## config.mk

```make
export PLATFORM = sky130hd
export DESIGN_NAME = pc_gen_flat
export DESIGN_NICKNAME = d
export VERILOG_FILES = /design/src/rtl/pc_gen_pkg.sv /design/src/rtl/pc_gen_if.sv /design/src/rtl/pc_gen_redir_arb.sv /design/src/rtl/pc_gen.sv /design/src/flat_wrapper.sv
export SDC_FILE = /design/constraint.sdc
export NUM_CORES = 1
export LEC_CHECK = 0
export ABC_AREA = 1
export BUFFER_PORTS_ARGS = -buffer_cell sky130_fd_sc_hd__clkbuf_2
export CORE_MARGIN = 3
export CORE_UTILIZATION = 55
export CTS_BUF_LIST = sky130_fd_sc_hd__clkbuf_8
export CTS_CLUSTER_SIZE = 25
export DETAILED_ROUTE_END_ITERATION = 12
export GPL_ROUTABILITY_DRIVEN = 0
export GPL_TIMING_DRIVEN = 0
export PLACE_DENSITY = 0.95
export SKIP_CTS_REPAIR_TIMING = 1
export SLEW_MARGIN = 20
export SYNTH_ARGS = -nofsm -noshare
export SYNTH_HDL_FRONTEND = slang
export SYNTH_SLANG_ARGS = --single-unit
```

## constraint.sdc

```tcl
create_clock -name clk -period 3.2 [get_ports clk]
set_input_delay 0.32 -clock clk [delete_from_list [all_inputs] [get_ports clk]]
set_output_delay 0.32 -clock clk [all_outputs]
set_load 0.005 [all_outputs]
```

## src/rtl/pc_gen_pkg.sv

```systemverilog
// Shared constants for the fetch-front-end PC generator.
// FSM encodings and reset defaults live here so every file agrees.
package pc_gen_pkg;

   localparam int unsigned REG_WIDTH     = 32;
   localparam logic [31:0] PC_RST        = 32'h8000_0000;
   localparam int unsigned PC_ALIGN_BITS = 2;

   localparam logic [1:0] ST_BOOT  = 2'd0;
   localparam logic [1:0] ST_RUN   = 2'd1;
   localparam logic [1:0] ST_FAULT = 2'd2;

endpackage

```

## src/rtl/pc_gen_if.sv

```systemverilog
// Fetch handshake between the PC generator and the IF stage.
// The master offers pc/npc with valid; the slave answers with ready.
interface pc_gen_if #(
   parameter int unsigned XLEN = 32
);
   logic            valid;
   logic            ready;
   logic [XLEN-1:0] pc;
   logic [XLEN-1:0] npc;

   modport master (
      output valid,
      output pc,
      output npc,
      input  ready
   );

   modport slave (
      input  valid,
      input  pc,
      input  npc,
      output ready
   );
endinterface

```

## src/rtl/pc_gen_redir_arb.sv

```systemverilog
// Fixed-priority redirect picker: channel 0 wins.
// Also flags whether the chosen target violates alignment.
module pc_gen_redir_arb #(
   parameter int unsigned XLEN       = 32,
   parameter int unsigned NUM_REDIR  = 3,
   parameter int unsigned ALIGN_BITS = 2
) (
   input  logic [NUM_REDIR-1:0]      redir_valid,
   input  logic [NUM_REDIR*XLEN-1:0] redir_target,
   output logic                      any_valid,
   output logic [XLEN-1:0]           sel_target,
   output logic                      sel_misalign
);

   localparam logic [XLEN-1:0] AlignMask =
      XLEN'((64'd1 << ALIGN_BITS) - 64'd1);

   // scan high to low so the lowest asserted index is left standing
   always_comb begin
      any_valid  = |redir_valid;
      sel_target = '0;
      for (int i = NUM_REDIR - 1; i >= 0; i--) begin
         if (redir_valid[i]) begin
            sel_target = redir_target[i*XLEN +: XLEN];
         end
      end
      sel_misalign = |(sel_target & AlignMask);
   end

endmodule

```

## src/rtl/pc_gen.sv

```systemverilog
// Program-counter generator at the head of the fetch pipeline.
// BOOT/RUN/FAULT FSM, prioritised redirects, fetch counter.
module pc_gen
   import pc_gen_pkg::*;
#(
   parameter int unsigned     XLEN       = REG_WIDTH,
   parameter logic [XLEN-1:0] RESET_VAL  = PC_RST,
   parameter int unsigned     NUM_REDIR  = 3,
   parameter int unsigned     ALIGN_BITS = PC_ALIGN_BITS,
   parameter int unsigned     CNT_W      = 32
) (
   input  logic                      clk,
   input  logic                      rst,
   input  logic                      stall,
   input  logic [NUM_REDIR-1:0]      redir_valid,
   input  logic [NUM_REDIR*XLEN-1:0] redir_target,
   pc_gen_if.master                  fetch,
   output logic                      misalign_err,
   output logic [XLEN-1:0]           err_pc,
   output logic [CNT_W-1:0]          fetch_cnt
);

   logic [1:0]      state;
   logic [XLEN-1:0] pc;
   logic            any_redir;
   logic [XLEN-1:0] sel_target;
   logic            sel_misalign;
   logic            fire;

   pc_gen_redir_arb #(
      .XLEN       (XLEN),
      .NUM_REDIR  (NUM_REDIR),
      .ALIGN_BITS (ALIGN_BITS)
   ) u_arb (
      .redir_valid  (redir_valid),
      .redir_target (redir_target),
      .any_valid    (any_redir),
      .sel_target   (sel_target),
      .sel_misalign (sel_misalign)
   );

   // offer only in RUN with no stall and no redirect pending
   always_comb begin
      fetch.valid  = (state == ST_RUN) && !stall && !any_redir;
      fetch.pc     = pc;
      fetch.npc    = pc + XLEN'(4);
      misalign_err = (state == ST_FAULT);
      fire         = fetch.valid && fetch.ready;
   end

   // FSM, pc and captured fault target
   always_ff @(posedge clk) begin
      if (rst) begin
         state  <= ST_BOOT;
         pc     <= RESET_VAL;
         err_pc <= '0;
      end else begin
         case (state)
            ST_BOOT: begin
               state <= ST_RUN;
            end
            ST_RUN, ST_FAULT: begin
               if (any_redir) begin
                  if (sel_misalign) begin
                     err_pc <= sel_target;
                     state  <= ST_FAULT;
                  end else begin
                     pc    <= sel_target;
                     state <= ST_RUN;
                  end
               end else if (fire) begin
                  pc <= pc + XLEN'(4);
               end
            end
            default: begin
               state <= ST_BOOT;
            end
         endcase
      end
   end

   // count accepted handshakes, wrapping naturally
   always_ff @(posedge clk) begin
      if (rst) begin
         fetch_cnt <= '0;
      end else if (fire) begin
         fetch_cnt <= fetch_cnt + CNT_W'(1);
      end
   end

endmodule

```

## src/flat_wrapper.sv

```systemverilog
// flat-port wrapper written by rule: the top's interface ports become plain ports
module pc_gen_flat import pc_gen_pkg::*;
#(
   parameter int unsigned     XLEN       = REG_WIDTH,
   parameter logic [XLEN-1:0] RESET_VAL  = PC_RST,
   parameter int unsigned     NUM_REDIR  = 3,
   parameter int unsigned     ALIGN_BITS = PC_ALIGN_BITS,
   parameter int unsigned     CNT_W      = 32
)
  (clk, rst, stall, redir_valid, redir_target, misalign_err, err_pc, fetch_cnt, fetch_valid, fetch_pc, fetch_npc, fetch_ready);
  pc_gen_if #(.XLEN(XLEN)) fetch_i ();
  input  logic clk;
  input  logic rst;
  input  logic stall;
  input  logic [NUM_REDIR-1:0] redir_valid;
  input  logic [NUM_REDIR*XLEN-1:0] redir_target;
  output logic misalign_err;
  output logic [XLEN-1:0] err_pc;
  output logic [CNT_W-1:0] fetch_cnt;
  output wire logic [$bits(fetch_i.valid)-1:0] fetch_valid;
  output wire logic [$bits(fetch_i.pc)-1:0] fetch_pc;
  output wire logic [$bits(fetch_i.npc)-1:0] fetch_npc;
  input wire logic [$bits(fetch_i.ready)-1:0] fetch_ready;
  assign fetch_valid = fetch_i.valid;
  assign fetch_pc = fetch_i.pc;
  assign fetch_npc = fetch_i.npc;
  assign fetch_i.ready = fetch_ready;
  pc_gen #(.XLEN(XLEN), .RESET_VAL(RESET_VAL), .NUM_REDIR(NUM_REDIR), .ALIGN_BITS(ALIGN_BITS), .CNT_W(CNT_W)) u_core (.clk(clk), .rst(rst), .stall(stall), .redir_valid(redir_valid), .redir_target(redir_target), .fetch(fetch_i), .misalign_err(misalign_err), .err_pc(err_pc), .fetch_cnt(fetch_cnt));
endmodule
```

==> results by group, run 1 <==
Status
  • Outcome: finished clean

Min path
  • Worst hold endpoint: u_core.err_pc[8]
  • HP Start: redir_target[8]
  • Hold depth: 3
  • Tightest Hold Check Type: in2reg

Yosys
  • Synth Area in Adders: 0.0121
  • Synth Area per Inst: 6.01 um2
  • Synth top area cells: dfxtp_1 32%, nand2_1 23%, nor2_1 9.1%, a21oi_1 8.5%, nand3_1 4.6%
  • Xor/xnor cell area share of the yosys netlist: 0.0198
  • Syn Std Cell Area: 0.00621 mm2
  • Most frequent cell after synthesis: nand2_1
  • Post-synthesis async set-or-reset flop share: 0
  • Syn_nets: 1142
  • Cell variety after synth: 40
  • #FFs+latches synth: 98
  • Largest family of logic cells by synthesized area: simple AND/OR/NAND/NOR gates
  • Leading area contributor after synthesis: dfxtp_1
  • Ys flop type: dfxtp_1
  • Seq/Total Area, Yosys: 0.316
  • Synth top area share: 0.316
  • Post-synth top cells: 380 x nand2_1, 150 x nor2_1, 105 x a21oi_1, 98 x dfxtp_1, 65 x inv_1
  • Post-synthesis simple-gate area fraction: 0.424
  • Mux share of post-synthesis cell area: 0
  • Syn Inst Count: around 1000
  • Post-synthesis compound-gate area fraction: 0.142
  • Syn. warnings: 0
  • Post-synth EDFFs: 0

Power and ir drop
  • Pwr Density: around 450 mW/mm2
  • VDD IR max: 0.000319 V
  • Static Leak: around 3.6 nW
  • Pwr Total: roughly 3.5 mW

GRT
  • Largest net degree at the start of global routing: 17
  • Vias in the first global route: 7140
  • Overflow after GRT: 0
  • First-pass GRT wire length: 35400 um
  • Overall Global Routing Usage: 0.347
  • Initial antenna violation count: 0

Run
  • Max-Cap Viols: 0

Floorplanning
  • Starting density of the core: 0.568
  • Die height: 112 um
  • I/O pin total: 233
  • Die Area: 0.0126 mm2
  • Core area: 0.0109 mm2
  • # rows: 38
  • Die W: ~110 um

Critical path
  • Reg-to-reg startpoint: u_core.fetch.pc[2]
  • Crit path required time: 2.88 ns
  • Critical Path AT: 2.41 ns
  • Worst Setup Start Kind: flop
  • Type of the worst setup path: reg2out
  • Setup crit end kind: output port
  • CP Max Fanout: 7
  • R2R Path End: u_core.fetch.pc[28]
  • Worst R2R Path Depth: 9
  • Reg2reg setup slack: approximately 1.0 ns
  • Crit path launch: u_core.fetch.pc[2]

Placement
  • Detailed Place HPWL: 18100 um
  • Number of port buffers: 230
  • Placed instance area: roughly 0.0075 mm2
  • Worst slack at placement: 1.07 ns

Route
  • DRT Pass-1 Iters: 5
  • DR iter-0 viols: between 900 and 1000
  • Final ANT Viol Nets: 0
  • DR vias: 8043
  • Via/cell ratio: 5.67
  • Post-route DRC: 0
  • Routed len/inst: 16.0 um
  • WL final: approximately 23000 um

Layout
  • Share of cells above drive strength 1: 0.225
  • Fillcell total: 927
  • Total Nets Final: approximately 1400
  • Final Cell Area: 0.00780 mm2
  • Register area: between 0.0015 and 0.002 mm2
  • N_diodes: 0
  • Area of the multi-input gates: 0.00371 mm2
  • Fin util: 0.713
  • Area growth, synth to finish: 25.6%

STA
  • Clk_skew: 0.0181 ns
  • RSZ-0062 raised after global routing: false
  • Final hold vios: 0
  • Setup TNS: 0 ns
  • Crit path time final: 2.73 ns
  • Rel. slew slack: 0.546
  • Final Cycle Share: 0.853
  • Pins Over Slew Limit: 0
  • Setup violators final: 0
  • Maximum clock frequency: approximately 370 MHz
  • Final WS setup: 0.471 ns
  • Tightest Pin Transition: 0.673 ns

Clock network
  • Number of CTS-inserted buffers: 9
  • Root Buffer: clkbuf_8
  • Later-pin clock latency in the skew report: 0.37 ns
  • CTS tree: built
  • CTS Buffer Depth: 2
  • Clock-pin slew on the worst setup and hold paths: 0.11 ns
  • CTS Sinks: 98
  • Max H-tree Level: 3
[worst max-delay path, stage by stage (launching register included)]
cell and delay, ns:
dfxtp_1 0.45, ha_1 0.27, nand2_1 0.07, nor2_1 0.27, nand2_1 0.29, nor2_1 0.32, nand2_1 0.10, and2_1 0.16
clkbuf_2 0.12
[final cells by class]
cell class / instances / area share
buffer: 46 / 0.0339
clock buffer: 9 / 0.0159
clock inverter: 7 / 0.0180
inverter: 71 / 0.0345
multi-input combinational: 818 / 0.476
sequential: 98 / 0.252
tap: 140 / 0.0225
timing repair buffer: 230 / 0.148
[sequential cells by signal, summed over array words and instances (netlist names)]
name / count
u_core.state: 2
u_core.fetch.pc: 32
u_core.fetch_cnt: 32
u_core.err_pc: 32
[stage by stage]
step / hold slack (ns) / cells
after detailed placement: 0.448 / 1403
after global placement: 0.441 / 1403
final: 0.301 / 1419
after floorplan: 0.446 / 1033
after CTS: 0.289 / 1419
after global routing: 0.307 / 1419
[logic make-up after synthesis]
kind of cell / after synthesis
AOI/OAI and AO/OA: 164
and+or+nand+nor: 634
xor gates and xnor gates: 14
buffers and inverters: 117
adders and majority gates: 6
DFF: 98
[routing by layer]
layer | wire [um] | GRT usage | up-vias
met5 | 0 | 0 | -
met4 | 1050 | 0.157 | 0
met3 | 2640 | 0.0809 | 95
met2 | 10200 | 0.560 | 572
met1 | 8770 | 0.444 | 3580
li1 | - | - | 3796
[cell usage in the layout, fill, tap and decap left out, types with 5 or more instances in the layout]
| master | n |
|---|---|
| a22oi_1 | 11 |
| nor2_1 | 150 |
| nand2_1 | 380 |
| ha_1 | 6 |
| nand3b_1 | 15 |
| clkbuf_1 | 16 |
| buf_2 | 10 |
| buf_6 | 7 |
| inv_1 | 66 |
| a21oi_1 | 105 |
| o21ai_0 | 35 |
| clkbuf_2 | 230 |
| buf_4 | 7 |
| dfxtp_1 | 98 |
| xor2_1 | 10 |
| buf_1 | 6 |
| clkbuf_8 | 9 |
| a2bb2oi_1 | 5 |
| nand3_1 | 57 |
| nor3_1 | 7 |
[how the worst max path moves through the flow]
stage                                endpoint  slack (ns)  cells past startpoint
after floorplan           u_core.fetch.pc[30]        1.51                     11
after global placement          fetch_npc[12]        1.08                      8
after detailed placement        fetch_npc[12]        1.07                      8
after CTS                       fetch_npc[12]        0.52                      8
after global routing            fetch_npc[12]        0.37                      8
final                           fetch_npc[12]        0.47                      8
[where the power goes]
part           leakage (nW)  switching (mW)  total (mW)  internal (mW)
Combinational          2.64           0.591       0.980          0.389
Sequential            0.796           0.125        1.48           1.35
Clock                 0.131           0.457        1.06          0.599
Total                  3.56            1.17        3.51           2.34
Power figures use the tool's default switching activity.
==> run 2: changes to the inputs <==
--- a/config.mk
+++ b/config.mk
@@ -8,13 +8,13 @@
 export ABC_AREA = 1
 export BUFFER_PORTS_ARGS = -buffer_cell sky130_fd_sc_hd__clkbuf_2
 export CORE_MARGIN = 3
-export CORE_UTILIZATION = 55
+export CORE_UTILIZATION = 51
 export CTS_BUF_LIST = sky130_fd_sc_hd__clkbuf_8
 export CTS_CLUSTER_SIZE = 25
 export DETAILED_ROUTE_END_ITERATION = 12
 export GPL_ROUTABILITY_DRIVEN = 0
 export GPL_TIMING_DRIVEN = 0
-export PLACE_DENSITY = 0.95
+export PLACE_DENSITY = 0.93
 export SKIP_CTS_REPAIR_TIMING = 1
 export SLEW_MARGIN = 20
 export SYNTH_ARGS = -nofsm -noshare
==> constraint.sdc (replaced) <==
create_clock -name clk -period 2.8 [get_ports clk]
set_input_delay 0.28 -clock clk [delete_from_list [all_inputs] [get_ports clk]]
set_output_delay 0.28 -clock clk [all_outputs]
set_load 0.005 [all_outputs]
==> run 2 against run 1 <==
Register-to-register slack got worse by 0.27 ns. Sequential share of layout area rose by 0.25 points. Worst setup slack lost 0.24 ns. Combinational power rose by 13%. Die area up 7.4%. Total power up 4.6%. Wire length down 1.6%. Cell count rose by 0.21%. Flip-flop and latch count unchanged. Cell area is 0.99% lower.
==> results by group, run 2 (synthesized netlist as in run 1, its figures left out) <==
Route
  • DR iter-0 viols: 986
  • Routed len/inst: 15.7 um
  • DR vias: 7829
  • Post-route DRC: 0
  • DRT Pass-1 Iters: 6
  • Final ANT Viol Nets: 0
  • Via/cell ratio: 5.51
  • WL final: 22300 um

STA
  • Rel. slew slack: 0.489
  • Final Cycle Share: 0.918
  • Setup TNS: 0 ns
  • Crit path time final: 2.57 ns
  • Tightest Pin Transition: 0.758 ns
  • Clk_skew: roughly 0.011 ns
  • Pins Over Slew Limit: 0
  • RSZ-0062 raised after global routing: false
  • Final hold vios: 0
  • Worst hold slack: 0.255 ns
  • Setup violators final: 0
  • Maximum clock frequency: 389 MHz

Floorplanning
  • # rows: 39
  • Die height: around 120 um
  • Die W: 116 um
  • Die Area: 0.0135 mm2
  • Core area: 0.0117 mm2
  • I/O pin total: 233
  • Starting density of the core: 0.532

GRT
  • First-pass GRT wire length: 34600 um
  • Overall Global Routing Usage: 0.325
  • Overflow after GRT: 0
  • Initial antenna violation count: 0
  • Largest net degree at the start of global routing: 16
  • Vias in the first global route: 7016

Critical path
  • Crit path required time: 2.52 ns
  • Critical Path AT: around 2.3 ns
  • Slowest-stage cell, CP: dfxtp_1
  • Most frequent CP cell: nand2_1
  • Type of the worst setup path: reg2out
  • Reg-to-reg startpoint: u_core.fetch.pc[2]
  • Worst R2R Path Depth: 9
  • Crit-path cells: ha_1 -> nand2_1 -> nor2_1 -> nand2_1 -> nor2_1 -> nand2_1 -> and2_1 -> clkbuf_2
  • Crit path buf inv count: 1
  • Worst Setup Start Kind: flop
  • CP Max Fanout: 7
  • R2R Path End: u_core.fetch.pc[28]
  • Reg2reg setup slack: 0.76 ns
  • Setup crit end kind: output port
  • Worst stage delay on the critical path: around 0.44 ns
  • CP delay by family, top: simple AND/OR/NAND/NOR gates

Power and ir drop
  • Pwr Density: 476 mW/mm2
  • VDD IR max: 0.000330 V
  • Comb pwr share: 0.302
  • P_sw: 1.32 mW
  • Sw frac: 0.358
  • Int Pwr: between 2 and 2.5 mW
  • Reg power frac: 0.457
  • Static Leak: 3.53 nW
  • Pwr Total: between 3 and 4 mW
  • Clock power frac: 0.240

Clock network
  • Later-pin clock latency in the skew report: roughly 0.37 ns
  • Clock-pin slew on the worst setup and hold paths: 0.10 ns
  • CTS tree: built
  • CTS Buffer Depth: 2
  • Number of CTS-inserted buffers: 9
  • Max H-tree Level: 3
  • CTS Sinks: roughly 100
  • Root Buffer: clkbuf_8

Layout
  • Share of cells above drive strength 1: 0.224
  • Commonest non-fill, non-tap cells in the layout: 380 x nand2_1, 230 x clkbuf_2, 150 x nor2_1
  • Final Cell Area: about 0.0077 mm2
  • Biggest registers after layout: u_core.err_pc: 32 flops, u_core.fetch.pc: 32 flops, u_core.fetch_cnt: 32 flops
  • Total Nets Final: about 1400
  • Final Instance Count excl. Fillers: between 1000 and 1500
  • Area growth, synth to finish: 24.4%
  • N_diodes: 0
  • Most common cell after layout, fill and taps aside: nand2_1

Min path
  • HP Start: redir_target[6]
  • Hold depth: 3
  • Tightest Hold Check Type: in2reg
  • Worst hold endpoint: u_core.err_pc[6]

Placement
  • Post-placement cell count: 1406
  • Placed instance area: 0.00754 mm2
  • Detailed Place HPWL: 17900 um
  • Number of port buffers: 230

Status
  • Outcome: finished clean

Run
  • Max-Cap Viols: 0
[run 2: cell types whose count changed in the layout (fill, tap and decap cells not counted), sizes merged]
cell	before	now
bufinv	4	0
clkbuf	255	257
clkinvlp	1	2
clkinv	1	2
[run 2: through the flow]
step / utilization / setup slack (ns)
2_1_floorplan: - / 1.11
3_3_place_gp: 0.646 / 0.757
3_5_place_dp: 0.646 / 0.736
4_1_cts: 0.662 / 0.302
5_1_grt: 0.662 / 0.0705
6_report: 0.662 / 0.230
[run 2: how the worst max path moves through the flow]
| stage | from | endpoint | slack [ns] | cells past startpoint |
|---|---|---|---|---|
| detailed placement | u_core.fetch.pc[2] | fetch_npc[12] | 0.74 | 8 |
| CTS | u_core.fetch.pc[2] | fetch_npc[12] | 0.30 | 8 |
| finish | u_core.fetch.pc[2] | fetch_npc[12] | 0.23 | 8 |
| floorplan | u_core.state[0] | u_core.fetch.pc[30] | 1.11 | 11 |
| global placement | u_core.fetch.pc[2] | fetch_npc[12] | 0.76 | 8 |
| global route | u_core.fetch.pc[3] | fetch_npc[12] | 0.07 | 8 |
[run 2: power groups by stage]
stage                     clock network (mW)  registers (mW)  logic (mW)
after floorplan                            0            1.69       0.611
after global placement                     0            1.70        1.07
after detailed placement                   0            1.70        1.09
after CTS                              0.880            1.67        1.09
after global routing                   0.931            1.70        1.23
final                                  0.884            1.68        1.11
[run 2: layer usage]
metal	track usage	wire length, um	part of all wire	vias to the layer above
met3	0.0715	2420	0.11	70
met1	0.431	9010	0.40	3487
met5	0	0	0	-
li1	-	-	-	3784
met2	0.513	9960	0.45	488
met4	0.134	907	0.041	0
[run 2: worst reg2reg max path, cell delays in order (launching register included)]
cell and delay (ns):
dfxtp_1 0.44, ha_1 0.27, nand2_1 0.07, nor2_1 0.21
nand2_1 0.26, nor2_1 0.30, nand3_1 0.14, a21oi_1 0.16
nor2_1 0.05, nor2_1 0.07
[run 2: cell type report]
class	instances	area, um2
clock inverter	5	31.3
sequential	98	1960
timing repair buffer	230	1150
clock buffer	11	151
fill	1077	3940
buffer	46	264
inverter	71	269
multi-input combinational	818	3710
tap	143	179
==> run 3: changes to the inputs <==
--- a/config.mk
+++ b/config.mk
@@ -5,16 +5,15 @@
 export SDC_FILE = /design/constraint.sdc
 export NUM_CORES = 1
 export LEC_CHECK = 0
-export ABC_AREA = 1
 export BUFFER_PORTS_ARGS = -buffer_cell sky130_fd_sc_hd__clkbuf_2
 export CORE_MARGIN = 3
-export CORE_UTILIZATION = 51
+export CORE_UTILIZATION = 50
 export CTS_BUF_LIST = sky130_fd_sc_hd__clkbuf_8
 export CTS_CLUSTER_SIZE = 25
 export DETAILED_ROUTE_END_ITERATION = 12
 export GPL_ROUTABILITY_DRIVEN = 0
 export GPL_TIMING_DRIVEN = 0
-export PLACE_DENSITY = 0.93
+export PLACE_DENSITY = 0.94
 export SKIP_CTS_REPAIR_TIMING = 1
 export SLEW_MARGIN = 20
 export SYNTH_ARGS = -nofsm -noshare
==> run 3 against run 2 <==
Sequential share of layout area up 2.0 points. Worst setup slack worse by 0.14 ns. Cell count is 20% lower. Largest cell class unchanged.
==> results by group, run 3 <==
Status
  • Outcome: finished clean

Clock network
  • CTS Buffer Depth: 2
  • Max H-tree Level: 3
  • CTS tree: built
  • Later-pin clock latency in the skew report: ~0.37 ns
  • Root Buffer: clkbuf_8
  • Clock-pin slew on the worst setup and hold paths: 0.11 ns
  • Number of CTS-inserted buffers: 9
  • CTS Sinks: 98

Placement
  • Placed instance area: 0.00686 mm2
  • Number of port buffers: 231
  • Detailed Place HPWL: 16100 um

Yosys
  • Post-synth top cells: 126 x nand2_1, 98 x dfxtp_1, 68 x a21oi_1, 56 x nor2_1, 53 x o21ai_0
  • Cell variety after synth: 56
  • #FFs+latches synth: 98
  • Leading area contributor after synthesis: dfxtp_1
  • Post-synth EDFFs: 0
  • Syn. warnings: 0
  • Seq/Total Area, Yosys: 0.355
  • Ys flop type: dfxtp_1
  • Post-synthesis async set-or-reset flop share: 0
  • Synth top area share: 0.355
  • Syn Inst Count: ~740
  • Syn_nets: 848
  • Syn Std Cell Area: 0.00553 mm2
  • Most frequent cell after synthesis: nand2_1
  • Synth Area per Inst: 7.48 um2
  • Synth top area cells: dfxtp_1 35%, nand2_1 8.6%, a21oi_1 6.2%, xor2_1 5.1%, a22oi_1 4.9%

Floorplanning
  • Die height: 111 um
  • Core area: 0.0106 mm2
  • Die Area: 0.0124 mm2
  • # rows: 37
  • Starting density of the core: 0.524
  • I/O pin total: 233
  • Die W: between 100 and 150 um

Critical path
  • CP Max Fanout: 6
  • Crit path buf inv count: 3
  • Crit path required time: about 2.5 ns
  • Type of the worst setup path: reg2out
  • Worst stage delay on the critical path: 0.44 ns
  • Slowest-stage cell, CP: dfxtp_1
  • Crit-path cells: ha_1 -> and3_1 -> clkbuf_1 -> nand4_1 -> buf_4 -> o31a_1 -> or2_2 -> clkbuf_2
  • Worst R2R Path Depth: 8
  • CP delay by family, top: simple AND/OR/NAND/NOR gates
  • Critical Path AT: approximately 2.4 ns
  • Setup crit end kind: output port
  • Crit path depth: 8
  • Worst Setup Start Kind: flop

STA
  • Setup TNS: 0 ns
  • Setup violators final: 0
  • Tightest Pin Transition: 0.983 ns
  • Final hold vios: 0
  • Clk_skew: roughly 0.014 ns
  • Crit path time final: about 2.7 ns
  • Final Cycle Share: 0.968
  • Pins Over Slew Limit: 0
  • Maximum clock frequency: around 370 MHz
  • Rel. slew slack: 0.340

Run
  • Max-Cap Viols: 0

GRT
  • First-pass GRT wire length: 32100 um
  • Overall Global Routing Usage: 0.316
  • Largest net degree at the start of global routing: 18
  • Overflow after GRT: 0
  • Vias in the first global route: 6219
  • Initial antenna violation count: 0

Layout
  • Total Nets Final: 1099
  • N_diodes: 0
  • Share of cells above drive strength 1: 0.287
  • Biggest registers after layout: u_core.err_pc: 32 flops, u_core.fetch.pc: 32 flops, u_core.fetch_cnt: 32 flops
  • Most common cell after layout, fill and taps aside: clkbuf_2
  • Final Cell Area: approximately 0.0072 mm2
  • Area growth, synth to finish: 29.5%
  • Commonest non-fill, non-tap cells in the layout: 232 x clkbuf_2, 126 x nand2_1, 97 x dfxtp_1
  • Fillcell total: roughly 890
  • Fin util: 0.678

Min path
  • Tightest Hold Check Type: in2reg
  • Hold depth: 4

Power and ir drop
  • VDD IR max: 0.000284 V
  • Reg power frac: 0.462
  • Static Leak: about 3.1 nW
  • Int Pwr: between 2 and 2.5 mW
  • Sw frac: 0.350
  • P_sw: 1.22 mW
  • Pwr Density: 488 mW/mm2
  • Comb pwr share: 0.262
  • Clock power frac: 0.275

Route
  • DRT Pass-1 Iters: 6
  • Via/cell ratio: 6.13
  • Post-route DRC: 0
  • Final ANT Viol Nets: 0
  • WL final: 20800 um
  • DR vias: 6935
  • Routed len/inst: 18.4 um
  • DR iter-0 viols: 807
## run 3: logic make-up (layout without fill, tap and decap cells)
logic type      count (synthesis)  in the layout  share of synthesized area
compound gates                194            194                      0.209
xor+xnor                       49             49                     0.0776
fa+ha+maj                       6              6                     0.0136
buf+inv                        65            321                     0.0489
flops                          98             98                      0.355
mux                             1              1                    0.00181
simple gates                  326            326                      0.294
## run 3: final timing paths
kind / slack [ns] / startpoint / end
setup / recovery: 0.09 / u_core.fetch.pc[3] / fetch_npc[28]
hold / removal: 0.32 / redir_target[4] / u_core.fetch.pc[4]
setup reg to reg: 0.15 / u_core.state[1] / u_core.fetch.pc[29]
hold reg to reg: 0.46 / u_core.err_pc[8] / u_core.err_pc[8]
## run 3: tightest hold or removal path, stage by stage
cell      delay [ns]
clkbuf_2        0.07
nand2b_1        0.15
nand3_1         0.09
a21oi_1         0.06
## run 3: per-layer routing
metal,up-vias,part of all wire,global-route usage
met5,-,0,0
met4,0,0.048,0.145
met3,85,0.12,0.0682
met2,527,0.46,0.510
met1,3185,0.38,0.405
li1,3138,-,-
## run 3: stage by stage
| step | worst slack (ns) | hold slack [ns] | instances | total power, mW |
|---|---|---|---|---|
| 2_1_floorplan | 0.515 | 0.453 | 739 | 2.10 |
| 3_3_place_gp | -0.131 | 0.442 | 1106 | 2.50 |
| 3_5_place_dp | -0.222 | 0.447 | 1106 | 2.52 |
| 4_1_cts | -0.240 | 0.318 | 1122 | 3.45 |
| 5_1_grt | -0.00755 | 0.333 | 1131 | 3.64 |
| 6_report | 0.0903 | 0.316 | 1131 | 3.49 |
## run 3: final cells by class
cell class                      instances  area, um2  share of cell area
Sequential cell                        98       1960               0.274
Clock inverter                          7       75.1              0.0105
Timing Repair Buffer                  240       1220               0.171
Clock buffer                            9        124              0.0173
Multi-Input combinational cell        576       3330               0.465
Buffer                                 53        228              0.0318
Tap cell                              136        170              0.0238
Inverter                               12       45.0             0.00629
## run 3: power by group through the flow
stage	clock, mW	combinational (mW)	sequential (mW)
floorplan	0	0.470	1.63
global placement	0	0.866	1.63
detailed placement	0	0.881	1.64
CTS	0.952	0.887	1.61
global route	1.01	1.00	1.63
finish	0.962	0.917	1.62
